===== src/rtl/raw_read_pkg.sv =====
// Shared types and constants for the RAW read sequencer: FSM states,
// counter widths and default frame timing.
package raw_read_pkg;

    typedef enum logic [2:0] {
        IDLE,
        WAIT_LINE,
        ACTIVE,
        HBLANK,
        VBLANK
    } state_t;

    localparam int XY_W  = 11;
    localparam int CNT_W = 20;

    localparam int DEF_H_ACTIVE    = 640;
    localparam int DEF_H_BLANK     = 160;
    localparam int DEF_V_ACTIVE    = 480;
    localparam int DEF_V_BLANK     = 45;
    localparam int DEF_PRIME_LINES = 2;

endpackage


===== src/rtl/raw_read_sequencer_cnt.sv =====
// Loadable terminal-count down-counter. It holds at zero until reloaded;
// o_done is high while the count is zero.
module raw_read_cnt #(
    parameter int WIDTH = 20
) (
    input  logic             i_clk,
    input  logic             i_rst,
    input  logic             i_load,
    input  logic [WIDTH-1:0] i_loadVal,
    output logic [WIDTH-1:0] o_count,
    output logic             o_done
);

    logic [WIDTH-1:0] r_count;

    always_ff @(posedge i_clk) begin
        if (i_rst) begin
            r_count <= '0;
        end else if (i_load) begin
            r_count <= i_loadVal;
        end else if (r_count != '0) begin
            r_count <= r_count - WIDTH'(1);
        end
    end

    assign o_count = r_count;
    assign o_done  = (r_count == '0);

endmodule


===== src/rtl/raw_read_sequencer.sv =====
// Line/frame read sequencer for the capture FIFO to RAW-to-RGB path.
// Optional underrun detection is built only when UNDERRUN_DET_EN is defined.
module raw_read_sequencer
    import raw_read_pkg::*;
#(
    parameter int H_ACTIVE    = DEF_H_ACTIVE,
    parameter int H_BLANK     = DEF_H_BLANK,
    parameter int V_ACTIVE    = DEF_V_ACTIVE,
    parameter int V_BLANK     = DEF_V_BLANK,
    parameter int PRIME_LINES = DEF_PRIME_LINES
) (
    input  logic            VGA_CLK,
    input  logic            RST,
    input  logic            iENABLE,
    input  logic            iFIFO_RDY,
    input  logic            iFIFO_EMPTY,
    output logic            READ_Request,
    output logic            oVS,
    output logic            oHS,
    output logic [XY_W-1:0] oX_Cont,
    output logic [XY_W-1:0] oY_Cont,
    output logic            oDVAL,
    output logic            oFRAME_DONE,
    output logic            oUNDERRUN
);

    // Counter reload values are one less than the duration: done fires on the last cycle.
    localparam logic [CNT_W-1:0] ACT_LOAD = CNT_W'(H_ACTIVE - 1);
    localparam logic [CNT_W-1:0] HBL_LOAD = CNT_W'(H_BLANK - 1);
    localparam logic [CNT_W-1:0] VBL_LOAD = CNT_W'(V_BLANK * (H_ACTIVE + H_BLANK) - 1);
    localparam logic [XY_W-1:0]  Y_LAST   = XY_W'(V_ACTIVE - 1);
    localparam logic [XY_W-1:0]  Y_PRIME  = XY_W'(PRIME_LINES);

    state_t            r_state;
    state_t            w_nextState;
    logic              w_load;
    logic [CNT_W-1:0]  w_loadVal;
    logic [CNT_W-1:0]  w_count;
    logic              w_done;
    logic              w_fdNext;
    logic [XY_W-1:0]   r_x;
    logic [XY_W-1:0]   r_y;
    logic [XY_W-1:0]   w_nextX;
    logic [XY_W-1:0]   w_nextY;
    logic              r_readReq;
    logic              r_vs;
    logic              r_dval;
    logic              r_frameDone;

    raw_read_cnt #(
        .WIDTH(CNT_W)
    ) u_cnt (
        .i_clk    (VGA_CLK),
        .i_rst    (RST),
        .i_load   (w_load),
        .i_loadVal(w_loadVal),
        .o_count  (w_count),
        .o_done   (w_done)
    );

    always_ff @(posedge VGA_CLK) begin
        if (RST) begin
            r_state <= IDLE;
        end else begin
            r_state <= w_nextState;
        end
    end

    always_comb begin
        w_nextState = r_state;
        w_load      = 1'b0;
        w_loadVal   = '0;
        w_nextY     = r_y;
        case (r_state)
            IDLE: begin
                if (iENABLE) begin
                    w_nextState = WAIT_LINE;
                    w_nextY     = '0;
                end
            end
            WAIT_LINE: begin
                if (iFIFO_RDY) begin
                    w_nextState = ACTIVE;
                    w_load      = 1'b1;
                    w_loadVal   = ACT_LOAD;
                end
            end
            ACTIVE: begin
                if (w_done) begin
                    w_nextState = HBLANK;
                    w_load      = 1'b1;
                    w_loadVal   = HBL_LOAD;
                end
            end
            HBLANK: begin
                if (w_done) begin
                    if (r_y < Y_LAST) begin
                        w_nextState = WAIT_LINE;
                        w_nextY     = r_y + XY_W'(1);
                    end else begin
                        w_nextState = VBLANK;
                        w_load      = 1'b1;
                        w_loadVal   = VBL_LOAD;
                    end
                end
            end
            VBLANK: begin
                if (w_done) begin
                    w_nextY     = '0;
                    w_nextState = iENABLE ? WAIT_LINE : IDLE;
                end
            end
            default: begin
                w_nextState = IDLE;
            end
        endcase
    end

    // Outputs are computed one cycle ahead so they come straight from flops.
    always_comb begin
        w_nextX = '0;
        if (w_nextState == ACTIVE) begin
            w_nextX = (r_state == ACTIVE) ? (r_x + XY_W'(1)) : XY_W'(1);
        end
        w_fdNext = (w_nextState == VBLANK) &&
                   (w_load ? (w_loadVal == '0) : (w_count == CNT_W'(1)));
    end

    always_ff @(posedge VGA_CLK) begin
        if (RST) begin
            r_x         <= '0;
            r_y         <= '0;
            r_readReq   <= 1'b0;
            r_vs        <= 1'b0;
            r_dval      <= 1'b0;
            r_frameDone <= 1'b0;
        end else begin
            r_x         <= w_nextX;
            r_y         <= w_nextY;
            r_readReq   <= (w_nextState == ACTIVE);
            r_vs        <= (w_nextState == WAIT_LINE) || (w_nextState == ACTIVE) ||
                           (w_nextState == HBLANK);
            r_dval      <= (w_nextState == ACTIVE) && (w_nextY >= Y_PRIME);
            r_frameDone <= w_fdNext;
        end
    end

`ifdef UNDERRUN_DET_EN
    logic r_underrun;

    always_ff @(posedge VGA_CLK) begin
        if (RST) begin
            r_underrun <= 1'b0;
        end else if (r_readReq && iFIFO_EMPTY) begin
            r_underrun <= 1'b1;
        end
    end

    assign oUNDERRUN = r_underrun;
`else
    logic w_unusedEmpty;
    assign w_unusedEmpty = iFIFO_EMPTY;
    assign oUNDERRUN     = 1'b0;
`endif

    assign READ_Request = r_readReq;
    assign oHS          = r_readReq;
    assign oVS          = r_vs;
    assign oX_Cont      = r_x;
    assign oY_Cont      = r_y;
    assign oDVAL        = r_dval;
    assign oFRAME_DONE  = r_frameDone;

endmodule


===== config.mk =====
export PLATFORM = sky130hd
export DESIGN_NAME = raw_read_sequencer
export DESIGN_NICKNAME = d
export VERILOG_FILES = /design/src/rtl/raw_read_pkg.sv /design/src/rtl/raw_read_sequencer_cnt.sv /design/src/rtl/raw_read_sequencer.sv
export SDC_FILE = /design/constraint.sdc
export NUM_CORES = 1
export LEC_CHECK = 0
export BUFFER_PORTS_ARGS = -buffer_cell sky130_fd_sc_hd__buf_2
export CORE_UTILIZATION = 25
export DETAILED_ROUTE_END_ITERATION = 6
export GPL_TIMING_DRIVEN = 0
export PLACE_DENSITY = 0.51
export RECOVER_POWER = 25
export SYNTH_ARGS = -nofsm -noshare
export SYNTH_HDL_FRONTEND = slang
export SYNTH_SLANG_ARGS = --single-unit

===== constraint.sdc =====
create_clock -name VGA_CLK -period 3.8 [get_ports VGA_CLK]
set_input_delay 0.76 -clock VGA_CLK [delete_from_list [all_inputs] [get_ports VGA_CLK]]
set_output_delay 0.76 -clock VGA_CLK [all_outputs]
set_load 0.01 [all_outputs]

# --- After elaboration in Yosys (flattened, before gate mapping) ---
# Cells that the tools add are included.
classes:
  n_bitwise: 2
  n_lt_le_gt_ge: 2
  muxes: 27
  n_eq_ne: 9
  n_reduce_logical: 11
  addsub: 3
op_table:
  columns: ["cell", "n"]
  rows:
  - ["16-bit case mux with 3 select lines", 1]
  - ["11-bit two-way mux", 4]
  - ["20-bit zero test", 2]
  - ["20-bit two-way mux", 2]
  - ["11-bit case mux with 3 select lines", 1]
  - ["16-bit two-way mux", 2]
  - ["11-bit by 1-bit adder with 11-bit output, second input constant", 2]
  - ["20-bit by 1-bit == test with 1-bit output, second input constant", 1]
  - ["20-bit nonzero test", 1]
  - ["20-bit by 1-bit subtractor with 20-bit output, second input constant", 1]
  - ["3-bit two-way mux", 6]
  - ["3-bit case mux with 5 select lines", 1]
  - ["3-bit by 2-bit == test with 1-bit output, second input constant", 4]
  - ["11-bit by 2-bit >= comparator with 1-bit output, second input constant", 1]
  - ["11-bit by 9-bit less-than comparator with 1-bit output, second input constant", 1]
  - ["10-bit two-way mux", 1]
  - ["8-bit two-way mux", 1]
  - ["1-bit two-way mux", 7]
  - ["3-bit by 1-bit == test with 1-bit output, second input constant", 2]
  - ["3-bit == test, second input constant", 2]
  - ["3-bit zero test", 1]
  - ["1-bit case mux with 3 select lines", 1]
  - ["3-bit OR reduction", 1]
  - ["1-bit logical AND", 2]
  - ["other kinds (4)", 6]
word_totals:
  regBits: 49
  out_inout_bits: 28
  elab_cells: 63

# --- Longest topological paths before layout ---
# Gate-level depths: netlist of the first run.
logic_depth:
  ltp_word: 7
  ltp_mapped: 10
  depth_no_buf: 8

# --- Cells and area by module ---
# A second synthesis of the first run with hierarchy kept.
hier_totals:
  cells_unflattened: 304
  area_unflattened_um2: 2617.5
modules_own_cells:
  columns: ["module", "cells_each", "instances", "area_per_inst_um2", "seq_area_each_um2"]
  rows:
  - ["raw_read_sequencer", 182, 1, 1536.5, 580.6]
  - ["raw_read_cnt", 122, 1, 1081.0, 400.4]

# --- Worst setup path before layout of the first run ---
# Ideal clock, no wire load.
synth_path:
  path_type: "reg2reg"
  start: "register u_cnt.r_count[0], in the netlist u_cnt.o_count[0]"
  end: "register r_dval, in the netlist oDVAL"
  stages_incl_launch_ff: 10
  synth_period_minus_slack_ns: 2.765
  path_buffers: 1
  arrival_time_ns: 2.622
  t_required_ns: 3.657
  path_slack_ns: 1.035
  path_cell_list: "dfxtp_1 inv_1 ha_1 or3b_1 or4b_1 buf_2 or3_1 o211a_1 a2111oi_2 a41oi_1"
synth_via:
  elab_chain_len: 5
  word_cells_on_any_way: 11
synth_rtl:
  columns: ["element", "line_no", "text"]
  rows:
  - ["start, declared", "raw_read_sequencer_cnt.sv:14", "logic [WIDTH-1:0] r_count;"]
  - ["start signal, assigned", "raw_read_sequencer_cnt.sv:20", "r_count <= i_loadVal;"]
  - ["start signal, assigned", "raw_read_sequencer_cnt.sv:22", "r_count <= r_count - WIDTH'(1);"]
  - ["20-bit zero test *", "raw_read_sequencer_cnt.sv:27", "assign o_done = (r_count == '0);"]
  - ["11-bit two-way mux (tied with other cells)", "raw_read_sequencer.sv:108", "if (w_done) begin"]
  - ["11-bit case mux with 3 select lines / 3-bit case mux with 5 select lines (equally long branches)", "raw_read_sequencer.sv:74", "case (r_state)"]
  - ["11-bit by 2-bit >= comparator with 1-bit output / 3-bit by 2-bit == test with 1-bit output (equally long branches)", "raw_read_sequencer.sv:143", "r_dval <= (w_nextState == ACTIVE) && (w_nextY >= Y_PRIME);"]
  - ["1-bit logical AND *", "raw_read_sequencer.sv:143", null]
  - ["end signal, assigned", "raw_read_sequencer.sv:143", null]
  - ["end, declared", "raw_read_sequencer.sv:47", "logic r_dval;"]
# Every way passes the cells marked *; elsewhere a longest branch is shown, timed or not.
# A chain may end at the register's enable or synchronous reset.

# --- Worst setup path in the final report of the first run ---
layout_path:
  start: "register u_cnt.r_count[4], in the netlist u_cnt.o_count[4]"
  end: "register r_dval, in the netlist oDVAL"
# The elaborated chain is that of the path after synthesis.

==> results of run 1 <==
## power by group through the flow
| stage | sequential (uW) | combinational [uW] | clock [uW] |
|---|---|---|---|
| floorplan | 690 | 660 | 0 |
| global placement | 709 | 833 | 0 |
| detailed placement | 712 | 837 | 0 |
| CTS | 701 | 842 | 336 |
| global route | 720 | 949 | 357 |
| finish | 701 | 840 | 321 |
## worst min-delay path by stage
stage	to	slack [ps]	cells past startpoint
floorplan	u_cnt.o_count[11]$_SDFFE_PP0P_	460	2
global placement	oX_Cont[0]$_SDFF_PP0_	490	1
detailed placement	oX_Cont[0]$_SDFF_PP0_	490	1
CTS	u_cnt.o_count[11]$_SDFFE_PP0P_	510	2
global route	oY_Cont[10]$_SDFF_PP0_	540	1
finish	u_cnt.o_count[11]$_SDFFE_PP0P_	500	2
## stage by stage
stage | worst slack (ps) | cell area [um2] | hold slack (ps)
5_1_grt | 145 | 2910 | 538
3_3_place_gp | 489 | 2840 | 486
4_1_cts | 520 | 2930 | 508
2_1_floorplan | 1030 | 2530 | 464
6_report | 513 | 2910 | 501
3_5_place_dp | 561 | 2840 | 490
## registers in the layout, indices dropped and copies added (netlist names)
| signal | flops |
|---|---|
| READ_Request | 1 |
| oDVAL | 1 |
| oFRAME_DONE | 1 |
| oVS | 1 |
| oX_Cont | 11 |
| oY_Cont | 11 |
| r_state | 3 |
| u_cnt.o_count | 20 |
## layout by cell type, fill, tap and decap left out, types with 10 or more instances in the layout
master    instances
xnor2_1          13
nor3_1           14
inv_1            10
nor2_1           50
buf_2            12
nand2_1          19
clkbuf_1         33
a21oi_1          20
nor4_1           10
xor2_1           11
nand3_1          13
dfxtp_1          49
## worst min-delay path, stage by stage, from the launching register on
cell and delay (ps):
dfxtp_1 350, inv_1 60, a211oi_1 50
## area by class of cell
type / instances / area [um2]
buffer: 18 / 77.6
clock buffer: 5 / 68.8
clock inverter: 3 / 22.5
fill: 1069 / 6860
inverter: 10 / 37.5
multi-input combinational: 234 / 1440
sequential: 49 / 981
tap: 133 / 166
timing repair buffer: 29 / 121
## per-layer routing
layer	GRT usage	vias to the layer above	routed length, um
met5	0	-	0
met4	0.0505	0	98
met3	0.0210	10	319
met2	0.203	64	2790
met1	0.177	1080	3010
li1	-	1181	-
## cell families after synthesis
kind of cell | count (synthesis)
xor gates and xnor gates | 24
buffers and inverters | 28
and+or+nand+nor | 145
AOI/OAI and AO/OA | 58
adders and majority gates | 4
muxes | 2
DFF | 49
other | 1
==> results_dict.tcl, run 1 <==
set metrics [dict create \
    antenna_cells 0 \
    ys_seq_area_frac 0.388 \
    fin_util 0.298 \
    cts_hold_buf 0 \
    grt_pass1_vias 2138 \
    synth_top_family_by_area "simple AND/OR/NAND/NOR gates" \
    synth_top_cell_by_area "dfxtp_1" \
    num-nets-final 356 \
    async_reset_ff_frac 0 \
    die_w_um 103 \
    synth_top_area_share 0.388 \
    drv_cap 0 \
    yosys_warnings 0 \
    drive_above_1_share 0.0948 \
    num_rows 36 \
    syn_avg_cell_area_um2 8.14 \
    ys.flop_type "dfxtp_1" \
    max_freq_ghz 0.304 \
    io_pins 33 \
    rr_worst_depth 7 \
    hp-start "u_cnt.o_count[11]$_SDFFE_PP0P_" \
    comb_power_share 0.451 \
    tightestPinTransition_ps 917 \
    design.core.area_um2 9770 \
    cp.required_ps 3980 \
    slew_headroom 0.386 \
    r2r_setup_slack_ps 510 \
    dpl.hpwl_um 4530 \
    cts_root_buf "clkbuf_8" \
    die_h_um 103 \
    worstPathArrival_ps 3470 \
    reg2reg_from "u_cnt.o_count[4]$_SDFFE_PP0P_" \
    wl_per_cell_um 12.9 \
    p_per_area_nw_per_um2 640 \
    grt.overflow.total 0 \
    final.min_clock_period_ps 3290 \
    crit_top_cell "a41oi_1" \
    cp.depth 7 \
    clockPowerShare 0.172 \
    grt_max_degree 17 \
    h-tree-depth 2 \
    crit_path_end "oDVAL$_SDFF_PP0_" \
    dr_total_vias 2335 \
    hold_class "reg -> reg" \
    drv_slew 0 \
    cts_buffers 5 \
    tns_ps 0 \
    path_cells "nor4_1 -> nor4b_1 -> a41oi_1 -> clkbuf_1 -> o21bai_1 -> a211oi_1 -> a41oi_1" \
    port-buffer-count 29 \
    clk_latency_ps 310 \
    area_growth_pct 15.0 \
    clkSinkCount 49 \
    critPathKind "reg -> reg" \
    place_congestion 0.801 \
    grtUsageTotal 0.129 \
    outcome "finished, final reports clean" \
    drt_iter0_drc 115 \
    yosys.area_share.adder 0.0198 \
    synth-edff-count 0 \
    synth_area_leaders "dfxtp_1 (39%), nor2_1 (7.4%), xnor2_1 (4.5%), a21oi_1 (4.0%), xor2_1 (3.8%)" \
    synthXorXnorAreaFrac 0.0830 \
    cp_max_fo 10 \
    sequentialPowerShare 0.376 \
    die_area_um2 10500 \
    viasPerCell 4.85 \
    ant_nets 0 \
    total_power_uw 1860 \
    p_leak_uw 0.00101 \
    synth_compound_area_frac 0.161 \
    slowest_delay_ps 760 \
    cts_setup_buffers 0 \
    synth_area_um2 2530 \
    antenna_found_initial 0 \
    setup.worst_path.end_class "flip-flop" \
    drcViolationCount 0 \
    synthSimpleGateAreaFrac 0.294 \
    switching_share 0.439 \
    period_share 0.865 \
    critPathTopFamily "simple AND/OR/NAND/NOR gates" \
    synthMostInstantiatedCell "nor2_1" \
    dr.pass1.iters 4 \
    crit_path_start_kind "flip-flop" \
    r2r_end "oDVAL$_SDFF_PP0_" \
    hold_viol 0 \
    slowest_stage "nor4_1" \
    crit_start "u_cnt.o_count[4]$_SDFFE_PP0P_" \
    start_util 0.259 \
    fin_skew_ps 5.82 \
    p_int_uw 1040 \
    muxShareOfSynthArea 0.00791 \
    synth_cell_types 56 \
    power.switching_uw 817 \
    cts_tree "yes" \
    syn_nets 320 \
    place_inst 473 \
    final_cells 481 \
    finalWirelength_um 6220 \
    rsz0062_at_grt "no" \
    grt_pass1_wl_um 10700 \
    post_cts_resized 0 \
    irDropWorstVdd_mv 0.268 \
    clockBufferDepth 2 \
    cts.reportedPaths.clkPinSlew_ps 100 \
    netlist_instances 311 \
    setup_viol 0 \
    ys_ff_latch 49 \
    worst-path-buf-inv 1 \
    synth_common_cells "nor2_1 (50), dfxtp_1 (49), a21oi_1 (20)" \
]
Note: power is estimated with default switching activity, not from simulation.
==> run 2, diff against run 1 <==
--- a/config.mk
+++ b/config.mk
@@ -11,6 +11,7 @@
 export GPL_TIMING_DRIVEN = 0
 export PLACE_DENSITY = 0.51
 export RECOVER_POWER = 25
+export REMOVE_ABC_BUFFERS = 1
 export SYNTH_ARGS = -nofsm -noshare
 export SYNTH_HDL_FRONTEND = slang
 export SYNTH_SLANG_ARGS = --single-unit
==> run 2 against run 1 <==
Effect of this change: core utilization shrank 0.54 points; clock power rose by 17%; fmax decreased by 3.9%; register-to-register slack got worse by 130 ps; hold slack better by 5.4 ps; flip-flop and latch count stayed put; worst setup slack lost 130 ps; clock-buffer cell count up 1; sequential share of layout area is 0.62 points higher; die area unchanged; clock skew is 2.2 ps higher; combinational power down 6.2%.
==> results_dict.tcl, run 2 (synthesis results as in run 1) <==
set metrics [dict create \
    die_h_um 103 \
    num-nets-final 339 \
    fillers 1056 \
    grtUsageTotal 0.113 \
    grt.overflow.total 0 \
    clockBufferDepth 2 \
    final_cell_mix "nor2_1 (50), dfxtp_1 (49), a21oi_1 (20), clkbuf_1 (20), nand2_1 (19)" \
    irDropWorstVdd_mv 0.281 \
    dpl.hpwl_um 4190 \
    cts_setup_buffers 0 \
    largest_register_ffs 20 \
    grt_pass1_wl_um 9480 \
    cts_root_buf "clkbuf_8" \
    drv_cap 0 \
    p_per_area_nw_per_um2 655 \
    start_util 0.259 \
    tightestPinTransition_ps 978 \
    antenna_found_initial 0 \
    period_share 0.900 \
    placed_area_um2 2770 \
    critPathKind "reg -> reg" \
    area_growth_pct 12.9 \
    ant_nets 0 \
    design.core.area_um2 9770 \
    drcViolationCount 0 \
    hold_viol 0 \
    cp_max_fo 11 \
    hold_class "reg -> reg" \
    drt_iter0_drc 112 \
    setup.worst_path.end_class "flip-flop" \
    drive_above_1_share 0.0876 \
    antenna_cells 0 \
    grt_max_degree 28 \
    die_area_um2 10500 \
    io_pins 33 \
    grt_pass1_vias 2017 \
    cts.reportedPaths.clkPinSlew_ps 90 \
    rsz0062_at_grt "no" \
    clkSinkCount 49 \
    clk_latency_ps 300 \
    dr_total_vias 2270 \
    h-tree-depth 2 \
    drv_slew 0 \
    cts_tree "yes" \
    place_congestion 0.750 \
    tns_ps 0 \
    cts_buffers 5 \
    final_common_cell "nor2_1" \
    worstPathArrival_ps 3590 \
    setup_viol 0 \
    fin_skew_ps 8.03 \
    cts_hold_buf 0 \
    post_cts_resized 0 \
    wl_per_cell_um 12.5 \
    die_w_um 103 \
    crit_path_start_kind "flip-flop" \
    finalWirelength_um 5800 \
    dr.pass1.iters 4 \
    max_freq_ghz 0.292 \
    design_area_um2 2860 \
    outcome "finished, final reports clean" \
    num_rows 36 \
    slew_headroom 0.340 \
    final.min_clock_period_ps 3420 \
    p_leak_uw 0.000999 \
    port-buffer-count 30 \
    cp.required_ps 3970 \
    viasPerCell 4.89 \
]
run 2: changes by cell type in the layout (fill, tap and decap cells not counted), sizes merged:
| cell | before | now |
|---|---|---|
| clkbuf | 38 | 25 |
| bufinv | 0 | 1 |
| clkinv | 0 | 1 |
| buf | 14 | 11 |
| clkinvlp | 3 | 0 |
run 2: worst max-delay path, stage by stage, from the launching register on:
cell,delay (ps)
dfxtp_1,370
nor4_1,780
nor4b_1,660
a41oi_1,590
or2_2,510
a211oi_1,240
a41oi_1,140
run 2: final cells by class:
| class | instances | area, um2 | share of cell area |
|---|---|---|---|
| Multi-Input combinational cell | 234 | 1440 | 0.502 |
| Sequential cell | 49 | 981 | 0.343 |
| Tap cell | 133 | 166 | 0.0582 |
| Timing Repair Buffer | 30 | 126 | 0.0442 |
| Clock buffer | 6 | 72.6 | 0.0254 |
| Clock inverter | 2 | 38.8 | 0.0136 |
| Inverter | 10 | 37.5 | 0.0131 |
run 2: final timing paths:
| check | from | to | slack [ps] | cells past startpoint |
|---|---|---|---|---|
| max | u_cnt.o_count[4]$_SDFFE_PP0P_ | oDVAL$_SDFF_PP0_ | 380 | 6 |
| min | u_cnt.o_count[11]$_SDFFE_PP0P_ | u_cnt.o_count[11]$_SDFFE_PP0P_ | 510 | 2 |
| max reg2reg | u_cnt.o_count[4]$_SDFFE_PP0P_ | oDVAL$_SDFF_PP0_ | 380 | 6 |
| min reg2reg | u_cnt.o_count[11]$_SDFFE_PP0P_ | u_cnt.o_count[11]$_SDFFE_PP0P_ | 510 | 2 |
run 2: power breakdown:
| group | internal (uW) | leakage, uW | total (uW) | switching [uW] |
|---|---|---|---|---|
| registers | 604 | 0.000398 | 706 | 102 |
| clock network | 198 | 0.0000554 | 376 | 178 |
| logic | 292 | 0.000545 | 788 | 496 |
run 2: per-layer routing:
| layer | track usage | vias to the layer above | part of all wire |
|---|---|---|---|
| li1 | - | 1148 | - |
| met1 | 0.146 | 1060 | 0.49 |
| met2 | 0.186 | 52 | 0.45 |
| met3 | 0.0244 | 10 | 0.043 |
| met4 | 0.0396 | 0 | 0.018 |
| met5 | 0 | - | 0 |
run 2: per-stage QoR:
step | utilization | setup slack [ps] | hold slack (ps) | total power, uW | std cells
finish | 0.292 | 379 | 506 | 1870 | 464
detailed placement | 0.283 | 423 | 492 | 1510 | 456
CTS | 0.295 | 377 | 510 | 1890 | 464
global route | 0.292 | 100 | 526 | 2010 | 464
floorplan | - | 999 | 457 | 1320 | 293
global placement | 0.283 | 391 | 483 | 1500 | 456
==> run 3, diff against run 2 <==
--- a/config.mk
+++ b/config.mk
@@ -5,6 +5,7 @@
 export SDC_FILE = /design/constraint.sdc
 export NUM_CORES = 1
 export LEC_CHECK = 0
+export ABC_AREA = 1
 export BUFFER_PORTS_ARGS = -buffer_cell sky130_fd_sc_hd__buf_2
 export CORE_UTILIZATION = 25
 export DETAILED_ROUTE_END_ITERATION = 6
==> run 3 against run 2 <==
Effect of this change: the run now ends with DRC left; sequential share of layout area fell by 5.4 points; die area up 18%; combinational power is 50% higher; highest routed layer unchanged; synthesized area up 18%; largest cell class unchanged; design area is 19% higher.
==> results_dict.tcl, run 3 <==
set metrics [dict create \
    hold_viol 0 \
    tns_ps 0 \
    die_h_um 112 \
    start_util 0.259 \
    outcome "complete, but fails checks" \
    drive_above_1_share 0.209 \
    clockBufferDepth 2 \
    synth_cell_types 43 \
    drcViolationCount 3 \
    max_freq_ghz 0.444 \
    synth-edff-count 0 \
    synth_area_leaders "dfxtp_1 (33%), nand2_1 (11%), inv_1 (5.9%), nor2_1 (4.9%), xor2_1 (4.1%)" \
    comb_power_share 0.487 \
    tightestPinTransition_ps 521 \
    rr_worst_depth 13 \
    synth_top_area_share 0.327 \
    h-tree-depth 2 \
    area_growth_pct 13.1 \
    cts_root_buf "clkbuf_16" \
    holdWs_ps 492 \
    cts_hold_buf 0 \
    synth_area_um2 3000 \
    finalWirelength_um 6500 \
    place_congestion 0.777 \
    die_area_um2 12400 \
    sequentialPowerShare 0.299 \
    p_int_uw 1370 \
    final_cell_mix "nand2_1 (87), dfxtp_1 (49), inv_1 (47)" \
    die_w_um 112 \
    cts_setup_buffers 0 \
    syn_avg_cell_area_um2 7.44 \
    drt_iter0_drc 162 \
    design_area_um2 3390 \
    async_reset_ff_frac 0 \
    io_pins 33 \
    fin_skew_ps 7.00 \
    grtUsageTotal 0.112 \
    ys_ff_latch 49 \
    synth_top_cell_by_area "dfxtp_1" \
    cts.reportedPaths.clkPinSlew_ps 70 \
    violations "DRC" \
    ys.flop_type "dfxtp_1" \
    synth_common_cells "nand2_1 (87), dfxtp_1 (49), inv_1 (47)" \
    cp_max_fo 16 \
    clockPowerShare 0.214 \
    grt_pass1_wl_um 11400 \
    p_per_area_nw_per_um2 716 \
    cp.required_ps 3980 \
    drv_slew 0 \
    ant_nets 0 \
    num_rows 39 \
    critPathKind "reg -> reg" \
    hold_depth 1 \
    post_cts_resized 0 \
    port-buffer-count 30 \
    wl_per_cell_um 11.3 \
    final_common_cell "nand2_1" \
    cts_buffers 5 \
    design.core.area_um2 11600 \
    power.switching_uw 1060 \
    placed_area_um2 3250 \
    cts_tree "yes" \
    largest_register_ffs 20 \
    final.min_clock_period_ps 2250 \
    ys_seq_area_frac 0.327 \
    drv_cap 0 \
    p_leak_uw 0.00147 \
    viasPerCell 4.36 \
    worstPathArrival_ps 2430 \
    dr_total_vias 2501 \
    fin_util 0.293 \
    antenna_found_initial 0 \
    yosys_warnings 0 \
    clkSinkCount 49 \
    num-nets-final 439 \
    hold_class "reg -> reg" \
    antenna_cells 0 \
    rsz0062_at_grt "no" \
    clk_latency_ps 290 \
    period_share 0.593 \
    netlist_instances 403 \
    crit_path_start_kind "flip-flop" \
    slew_headroom 0.652 \
    setup.worst_path.end_class "flip-flop" \
    grt.overflow.total 0 \
    switching_share 0.437 \
    irDropWorstVdd_mv 0.227 \
    setup_viol 0 \
    grt_pass1_vias 2358 \
    synthMostInstantiatedCell "nand2_1" \
    grt_max_degree 19 \
    dr.pass1.iters 7 \
    dpl.hpwl_um 4820 \
]
==> run 3: cell types whose count changed after synthesis, sizes merged, moves of 6 or more <==
cell / previous run / this run
or4: 7 / 1
clkbuf: 14 / 1
a211oi: 8 / 2
nor3: 14 / 5
nand3: 13 / 31
nor2: 50 / 66
nor4: 11 / 2
nand2: 19 / 110
inv: 10 / 52
==> run 3: per-layer routing <==
layer	vias up	global-route usage	wire, um
met1	1118	0.160	3230
li1	1322	-	-
met3	5	0.0240	356
met5	-	0	0
met2	56	0.172	2880
met4	0	0.0234	31
==> run 3: cell families (layout without fill, tap and decap cells) <==
group                      Yosys count  in the layout  synth area share
xor gates and xnor gates            22             22            0.0642
and+or+nand+nor                    227            227             0.423
AOI/OAI and AO/OA                   36             36            0.0713
other                                1              1           0.00125
buffers and inverters               64             92            0.0960
adders and majority gates            4              4            0.0167
DFF                                 49             49             0.327
==> run 3: layout make-up <==
class                           count  area [um2]
Timing Repair Buffer               30         126
Clock buffer                        5         125
Sequential cell                    49         981
Inverter                           54         205
Fill cell                        1283        8170
Tap cell                          143         179
Multi-Input combinational cell    290        1730
Clock inverter                      3        43.8
==> run 3: worst paths after layout <==
| path | from | slack [ps] | to |
|---|---|---|---|
| max | u_cnt.o_count[0]$_SDFFE_PP0P_ | 1550 | oDVAL$_SDFF_PP0_ |
| min | oX_Cont[0]$_SDFF_PP0_ | 490 | oX_Cont[0]$_SDFF_PP0_ |
| max reg2reg | u_cnt.o_count[0]$_SDFFE_PP0P_ | 1550 | oDVAL$_SDFF_PP0_ |
| min reg2reg | oX_Cont[0]$_SDFF_PP0_ | 490 | oX_Cont[0]$_SDFF_PP0_ |
==> run 3: worst max-delay path, cell delays in order, from the launching register on <==
cell and delay (ps):
dfxtp_1 330, inv_1 100, ha_1 270, nand2_4 110
nor2_8 160, nand3_4 240, nand2_4 170, nand3_4 150
nand2_1 110, nand2_1 50, nor2_1 120, nand2_1 70
nor2_1 170, a21oi_2 80
==> run 3: stage by stage <==
| stage | total power (uW) | setup slack (ps) | instances |
|---|---|---|---|
| 4_1_cts | 2450 | 1530 | 574 |
| 2_1_floorplan | 1720 | 1980 | 393 |
| 3_5_place_dp | 1920 | 1540 | 566 |
| 6_report | 2430 | 1550 | 574 |
| 5_1_grt | 2620 | 1370 | 574 |
| 3_3_place_gp | 1910 | 1530 | 566 |
==> run 3: power groups by stage <==
| stage | clock, uW | combinational [uW] | sequential, uW |
|---|---|---|---|
| global route | 558 | 1320 | 744 |
| finish | 519 | 1180 | 726 |
| detailed placement | 0 | 1190 | 737 |
| global placement | 0 | 1180 | 736 |
| floorplan | 0 | 1010 | 718 |
| CTS | 537 | 1190 | 727 |
